File: config.mk
export PLATFORM = sky130hd
export DESIGN_NAME = io_bridge
export DESIGN_NICKNAME = d
export VERILOG_FILES = /design/src/rtl/io_bridge.sv
export SDC_FILE = /design/constraint.sdc
export NUM_CORES = 1
export LEC_CHECK = 0
export CORE_MARGIN = 10
export CORE_UTILIZATION = 60
export CTS_CLUSTER_SIZE = 14
export DETAILED_ROUTE_END_ITERATION = 10
export PLACE_DENSITY = 0.84
export SLEW_MARGIN = 20
export SYNTH_ARGS = -nofsm -noshare
export SYNTH_HDL_FRONTEND = slang
export SYNTH_SLANG_ARGS = --single-unit
export TNS_END_PERCENT = 5
File: constraint.sdc
create_clock -name clk -period 5.4 [get_ports clk]
set_input_delay 1.08 -clock clk [delete_from_list [all_inputs] [get_ports clk]]
set_output_delay 1.08 -clock clk [all_outputs]
set_load 0.02 [all_outputs]
File: src/rtl/io_bridge.sv
// io_bridge: peripheral-side responder for the processor I/O port protocol.
// Every input and output port is decoupled from external logic by its own
// FIFO. The processor side never stalls; the external side uses valid/ready.
//
// Handshake semantics (all external ports): a word moves on a rising clk edge
// exactly when valid and ready are both 1 on that edge. Valid never depends on
// ready. Ready is forced low while rst is high, so no transfer completes during
// reset.
module io_bridge #(
    parameter int NUBITS = 16,
    parameter int NUIOIN = 2,
    parameter int NUIOOU = 2,
    parameter int FDEPTH = 4
) (
    input  logic                      clk,
    input  logic                      rst,
    output logic [NUBITS-1:0]         io_in,
    input  logic [$clog2(NUIOIN)-1:0] addr_in,
    input  logic                      req_in,
    input  logic [NUBITS-1:0]         io_out,
    input  logic [$clog2(NUIOOU)-1:0] addr_out,
    input  logic                      out_en,
    output logic                      itr,
    input  logic [NUIOIN*NUBITS-1:0]  ext_in_data,
    input  logic [NUIOIN-1:0]         ext_in_vld,
    output logic [NUIOIN-1:0]         ext_in_rdy,
    output logic [NUIOOU*NUBITS-1:0]  ext_out_data,
    output logic [NUIOOU-1:0]         ext_out_vld,
    input  logic [NUIOOU-1:0]         ext_out_rdy,
    output logic                      err_ovf,
    output logic                      err_udf
);
    localparam int PW = $clog2(FDEPTH);
    localparam int CW = PW + 1;

    // Input FIFO state
    logic [NUBITS-1:0] in_mem_q [NUIOIN][FDEPTH];
    logic [PW-1:0]     in_wp_q  [NUIOIN];
    logic [PW-1:0]     in_rp_q  [NUIOIN];
    logic [CW-1:0]     in_cnt_q [NUIOIN];

    // Output FIFO state
    logic [NUBITS-1:0] out_mem_q [NUIOOU][FDEPTH];
    logic [PW-1:0]     out_wp_q  [NUIOOU];
    logic [PW-1:0]     out_rp_q  [NUIOOU];
    logic [CW-1:0]     out_cnt_q [NUIOOU];

    logic itr_q, itr_d;
    logic err_ovf_q, err_udf_q;

    logic [NUIOIN-1:0] in_push, in_pop, in_full, in_empty;
    logic [NUIOOU-1:0] out_push, out_pop, out_full, out_empty;
    logic              rd_err, wr_drop;

    // Input side: ready/full decode, processor read mux and pop selection
    always_comb begin
        in_push    = '0;
        in_pop     = '0;
        in_full    = '0;
        in_empty   = '0;
        ext_in_rdy = '0;
        io_in      = '0;
        for (int k = 0; k < NUIOIN; k++) begin
            in_full[k]    = (in_cnt_q[k] == CW'(FDEPTH));
            in_empty[k]   = (in_cnt_q[k] == '0);
            ext_in_rdy[k] = !in_full[k] && !rst;
            in_push[k]    = ext_in_vld[k] && ext_in_rdy[k];
            // Reads see only stored words: a word pushed this edge is not poppable yet
            if (int'(addr_in) == k && !in_empty[k]) begin
                io_in     = in_mem_q[k][in_rp_q[k]];
                in_pop[k] = req_in;
            end
        end
        // Covers both an empty port and an out-of-range address
        rd_err = req_in && (in_pop == '0);
        // Interrupt on any port going from empty to one word this edge
        itr_d  = |(in_push & in_empty);
    end

    // Output side: valid/data presentation and processor write acceptance
    always_comb begin
        out_push     = '0;
        out_pop      = '0;
        out_full     = '0;
        out_empty    = '0;
        ext_out_vld  = '0;
        ext_out_data = '0;
        wr_drop      = 1'b0;
        for (int k = 0; k < NUIOOU; k++) begin
            out_full[k]  = (out_cnt_q[k] == CW'(FDEPTH));
            out_empty[k] = (out_cnt_q[k] == '0);
            ext_out_vld[k] = !out_empty[k];
            ext_out_data[k*NUBITS +: NUBITS] = out_mem_q[k][out_rp_q[k]];
            out_pop[k] = ext_out_vld[k] && ext_out_rdy[k];
            // A full FIFO still accepts a write if a slot frees on the same edge
            if (out_en && int'(addr_out) == k) begin
                if (!out_full[k] || out_pop[k]) begin
                    out_push[k] = 1'b1;
                end else begin
                    wr_drop = 1'b1;
                end
            end
        end
    end

    // Pointers, counts, interrupt pulse and sticky error flags
    always_ff @(posedge clk or posedge rst) begin
        if (rst) begin
            for (int k = 0; k < NUIOIN; k++) begin
                in_wp_q[k]  <= '0;
                in_rp_q[k]  <= '0;
                in_cnt_q[k] <= '0;
            end
            for (int k = 0; k < NUIOOU; k++) begin
                out_wp_q[k]  <= '0;
                out_rp_q[k]  <= '0;
                out_cnt_q[k] <= '0;
            end
            itr_q     <= 1'b0;
            err_ovf_q <= 1'b0;
            err_udf_q <= 1'b0;
        end else begin
            for (int k = 0; k < NUIOIN; k++) begin
                if (in_push[k]) in_wp_q[k] <= in_wp_q[k] + 1'b1;
                if (in_pop[k])  in_rp_q[k] <= in_rp_q[k] + 1'b1;
                in_cnt_q[k] <= in_cnt_q[k] + CW'(in_push[k]) - CW'(in_pop[k]);
            end
            for (int k = 0; k < NUIOOU; k++) begin
                if (out_push[k]) out_wp_q[k] <= out_wp_q[k] + 1'b1;
                if (out_pop[k])  out_rp_q[k] <= out_rp_q[k] + 1'b1;
                out_cnt_q[k] <= out_cnt_q[k] + CW'(out_push[k]) - CW'(out_pop[k]);
            end
            itr_q <= itr_d;
            if (wr_drop) err_ovf_q <= 1'b1;
            if (rd_err)  err_udf_q <= 1'b1;
        end
    end

    // FIFO storage; contents need no reset because counts gate visibility
    always_ff @(posedge clk) begin
        for (int k = 0; k < NUIOIN; k++) begin
            if (in_push[k]) in_mem_q[k][in_wp_q[k]] <= ext_in_data[k*NUBITS +: NUBITS];
        end
        for (int k = 0; k < NUIOOU; k++) begin
            if (out_push[k]) out_mem_q[k][out_wp_q[k]] <= io_out;
        end
    end

    assign itr     = itr_q;
    assign err_ovf = err_ovf_q;
    assign err_udf = err_udf_q;

endmodule

==> flow_metrics.env <==
export IMPL_required_ns=4.32
export IMPL_final_util_pct=74.1
export IMPL_grt_overflow=0
export IMPL_avgViaCountPerCell=6.03
export IMPL_worst_path_max_fanout=19
export IMPL_dp_slack_ns=1.10
export IMPL_setup_tns_final_ns=0
export IMPL_syn_area_per_cell_um2=21.8
export IMPL_async_reset_ff_share_pct=10.8
export IMPL_period_needed_ns=4.28
export IMPL_dp_cells=835
export IMPL_dpl_hpwl_um=14200
export IMPL_area_delta_synth_final_pct=20.3
export IMPL_drcViolationCount=0
export IMPL_h_tree_depth=1
export IMPL_drt_iter0_drc=465
export IMPL_ys_ff_latch=287
export IMPL_cts_reportedPaths_clkPinSlew_ns=0.06
export IMPL_cts_setup_buffers=0
export IMPL_synth_top_area_share_pct=68.8
export IMPL_clock_sinks=287
export IMPL_max_vdd_ir_drop_mv=0.378
export IMPL_finalWorstSetupSlack_ns=1.12
export IMPL_rsz0062_at_grt="false"
export IMPL_slew_headroom_pct=37.3
export IMPL_cts_tree="done"
export IMPL_vias=5352
export IMPL_worstSetupStartpointType="primary input"
export IMPL_grt_pass1_wl_um=34200
export IMPL_numPortBuffers=112
export IMPL_grt_max_degree=32
export IMPL_worstMarginPinSlew_ns=0.940
export IMPL_netlist_top_cells_count="edfxtp_1, mux4_2, dfrtp_1"
export IMPL_netlist_top_cells_area="edfxtp_1, mux4_2, dfrtp_1, ha_1, a22o_1"
export IMPL_initial_core_util_pct=61.6
export IMPL_synth_top_flop_cell="edfxtp_1"
export IMPL_clk_latency_ns=0.53
export IMPL_synth_most_common_cell="edfxtp_1"
export IMPL_core_area_um2=18100
export IMPL_slew_violations=0
export IMPL_stdcell_count=887
export IMPL_synthCells=513
export IMPL_die_height_um=156
export IMPL_antenna_diode_count=0
export IMPL_syn_nets=599
export IMPL_track_usage_pct=18.2
export IMPL_cp_arrival_ns=3.20
export IMPL_fp_dieW_um=156
export IMPL_synth_edf_count=256
export IMPL_rows=49
export IMPL_clk_path_buf_depth=3
export IMPL_drtAntennaViolNets=0
export IMPL_fillerInstances=1003
export IMPL_die_area_um2=24500
export IMPL_fmax_ghz=0.234
export IMPL_synth_area_leader_cell="edfxtp_1"
export IMPL_status="finished clean"
export IMPL_fin_crit_sh_pct=79.3
export IMPL_drive_above_1_share_pct=19.0
export IMPL_cts_resized=0
export IMPL_crit_path_end_kind="primary output"
export IMPL_drt_pass1_iter_count=5
export IMPL_p_leak_uw=0.00461
export IMPL_wl_per_cell_um=24.6
export IMPL_hp_class="flip-flop to flip-flop"
export IMPL_cts_made_buffers=28
export IMPL_grt_pass1_vias=5918
export IMPL_clockRootBuffer="clkbuf_16"
export IMPL_synth_warnings=0
export IMPL_io_pins=113
export IMPL_final_hold_viol_count=0
export IMPL_synth_cell_types=37
export IMPL_finClkSkew_ns=0.00941
export IMPL_totalWireLength_um=21900
export IMPL_hold_buffers=0
export IMPL_power_density_nw_per_um2=536
export IMPL_crit_type="primary input to primary output"
export IMPL_setup_viol=0
export IMPL_total_power_uw=7200
export IMPL_ys_seq_area_share_pct=75.7
export IMPL_finalNetCount=722
export IMPL_antenna_found_initial=0
export IMPL_gp_congestion=0.748
export IMPL_syn_cell_area_um2=11200
export IMPL_max_cap_violations=0
cell usage in the layout (no fill, tap or decap), drive strengths merged, types with 8 or more instances in the layout:
| master | count |
|---|---|
| xor2 | 8 |
| clkbuf | 45 |
| inv | 26 |
| a22o | 17 |
| xnor2 | 12 |
| edfxtp | 256 |
| dfrtp | 31 |
| ha | 24 |
| clkdlybuf4s50 | 112 |
| and2 | 17 |
| mux4 | 64 |
per-stage QoR:
| stage | hold slack (ns) | cell area (um2) |
|---|---|---|
| finish | 0.460 | 13400 |
| detailed placement | 0.444 | 12500 |
| global placement | 0.441 | 12500 |
| floorplan | 0.473 | 11200 |
| global route | 0.469 | 13400 |
| CTS | 0.458 | 13400 |
state kept, by name (all words and copies together), names as in the netlist:
name / flops
in_mem_q: 128
out_mem_q: 128
in_cnt_q: 6
out_cnt_q: 6
in_rp_q: 4
in_wp_q: 4
out_rp_q: 4
out_wp_q: 4
err_ovf: 1
err_udf: 1
itr: 1
power breakdown:
group          internal, uW  total (uW)  switching [uW]
Clock                  1190        1970             783
Combinational          1120        2050             936
Sequential             2760        3180             413
cells by family (layout without fill, tap and decap cells):
kind of cell,Yosys count,count (layout),synth area share (%)
mux,69,69,13.5
xor+xnor,20,20,1.57
flops,287,287,75.7
compound gates,27,27,2.00
simple gates,35,35,1.94
fa+ha+maj,28,28,3.40
buf+inv,47,192,1.88
worst max-delay path, stage by stage:
cell	delay, ns
clkdlybuf4s50_1	0.56
o31a_1	0.67
a22o_1	0.24
clkdlybuf4s50_1	0.64
path summary, 6_finish.rpt:
path	from	endpoint	slack (ns)	depth (start not counted)
setup / recovery	addr_in	io_in[12]	1.12	4
hold / removal	err_ovf	err_ovf	0.46	1
setup reg to reg	out_cnt_q[1]	out_cnt_q[2]	2.74	10
hold reg to reg	err_ovf	err_ovf	0.46	1
max in group asynchronous	rst	out_rp_q[2]	4.00	3
min in group asynchronous	rst	itr	1.08	3
metal layers:
metal | share of wire [%] | vias to the layer above | track usage (%)
li1 | - | 2306 | -
met1 | 37 | 2760 | 22.8
met2 | 52 | 249 | 31.3
met3 | 8.9 | 37 | 4.47
met4 | 2.2 | 0 | 4.99
met5 | 0 | - | 0
area by class of cell:
| class | instances | area [um2] | area share (%) |
|---|---|---|---|
| Sequential cell | 287 | 8470 | 63.0 |
| Multi-Input combinational cell | 179 | 2500 | 18.6 |
| Timing Repair Buffer | 114 | 1140 | 8.45 |
| Clock buffer | 45 | 866 | 6.44 |
| Tap cell | 229 | 287 | 2.13 |
| Inverter | 26 | 97.6 | 0.726 |
| Clock inverter | 7 | 91.3 | 0.679 |
Note: power is estimated with default switching activity, not from simulation.
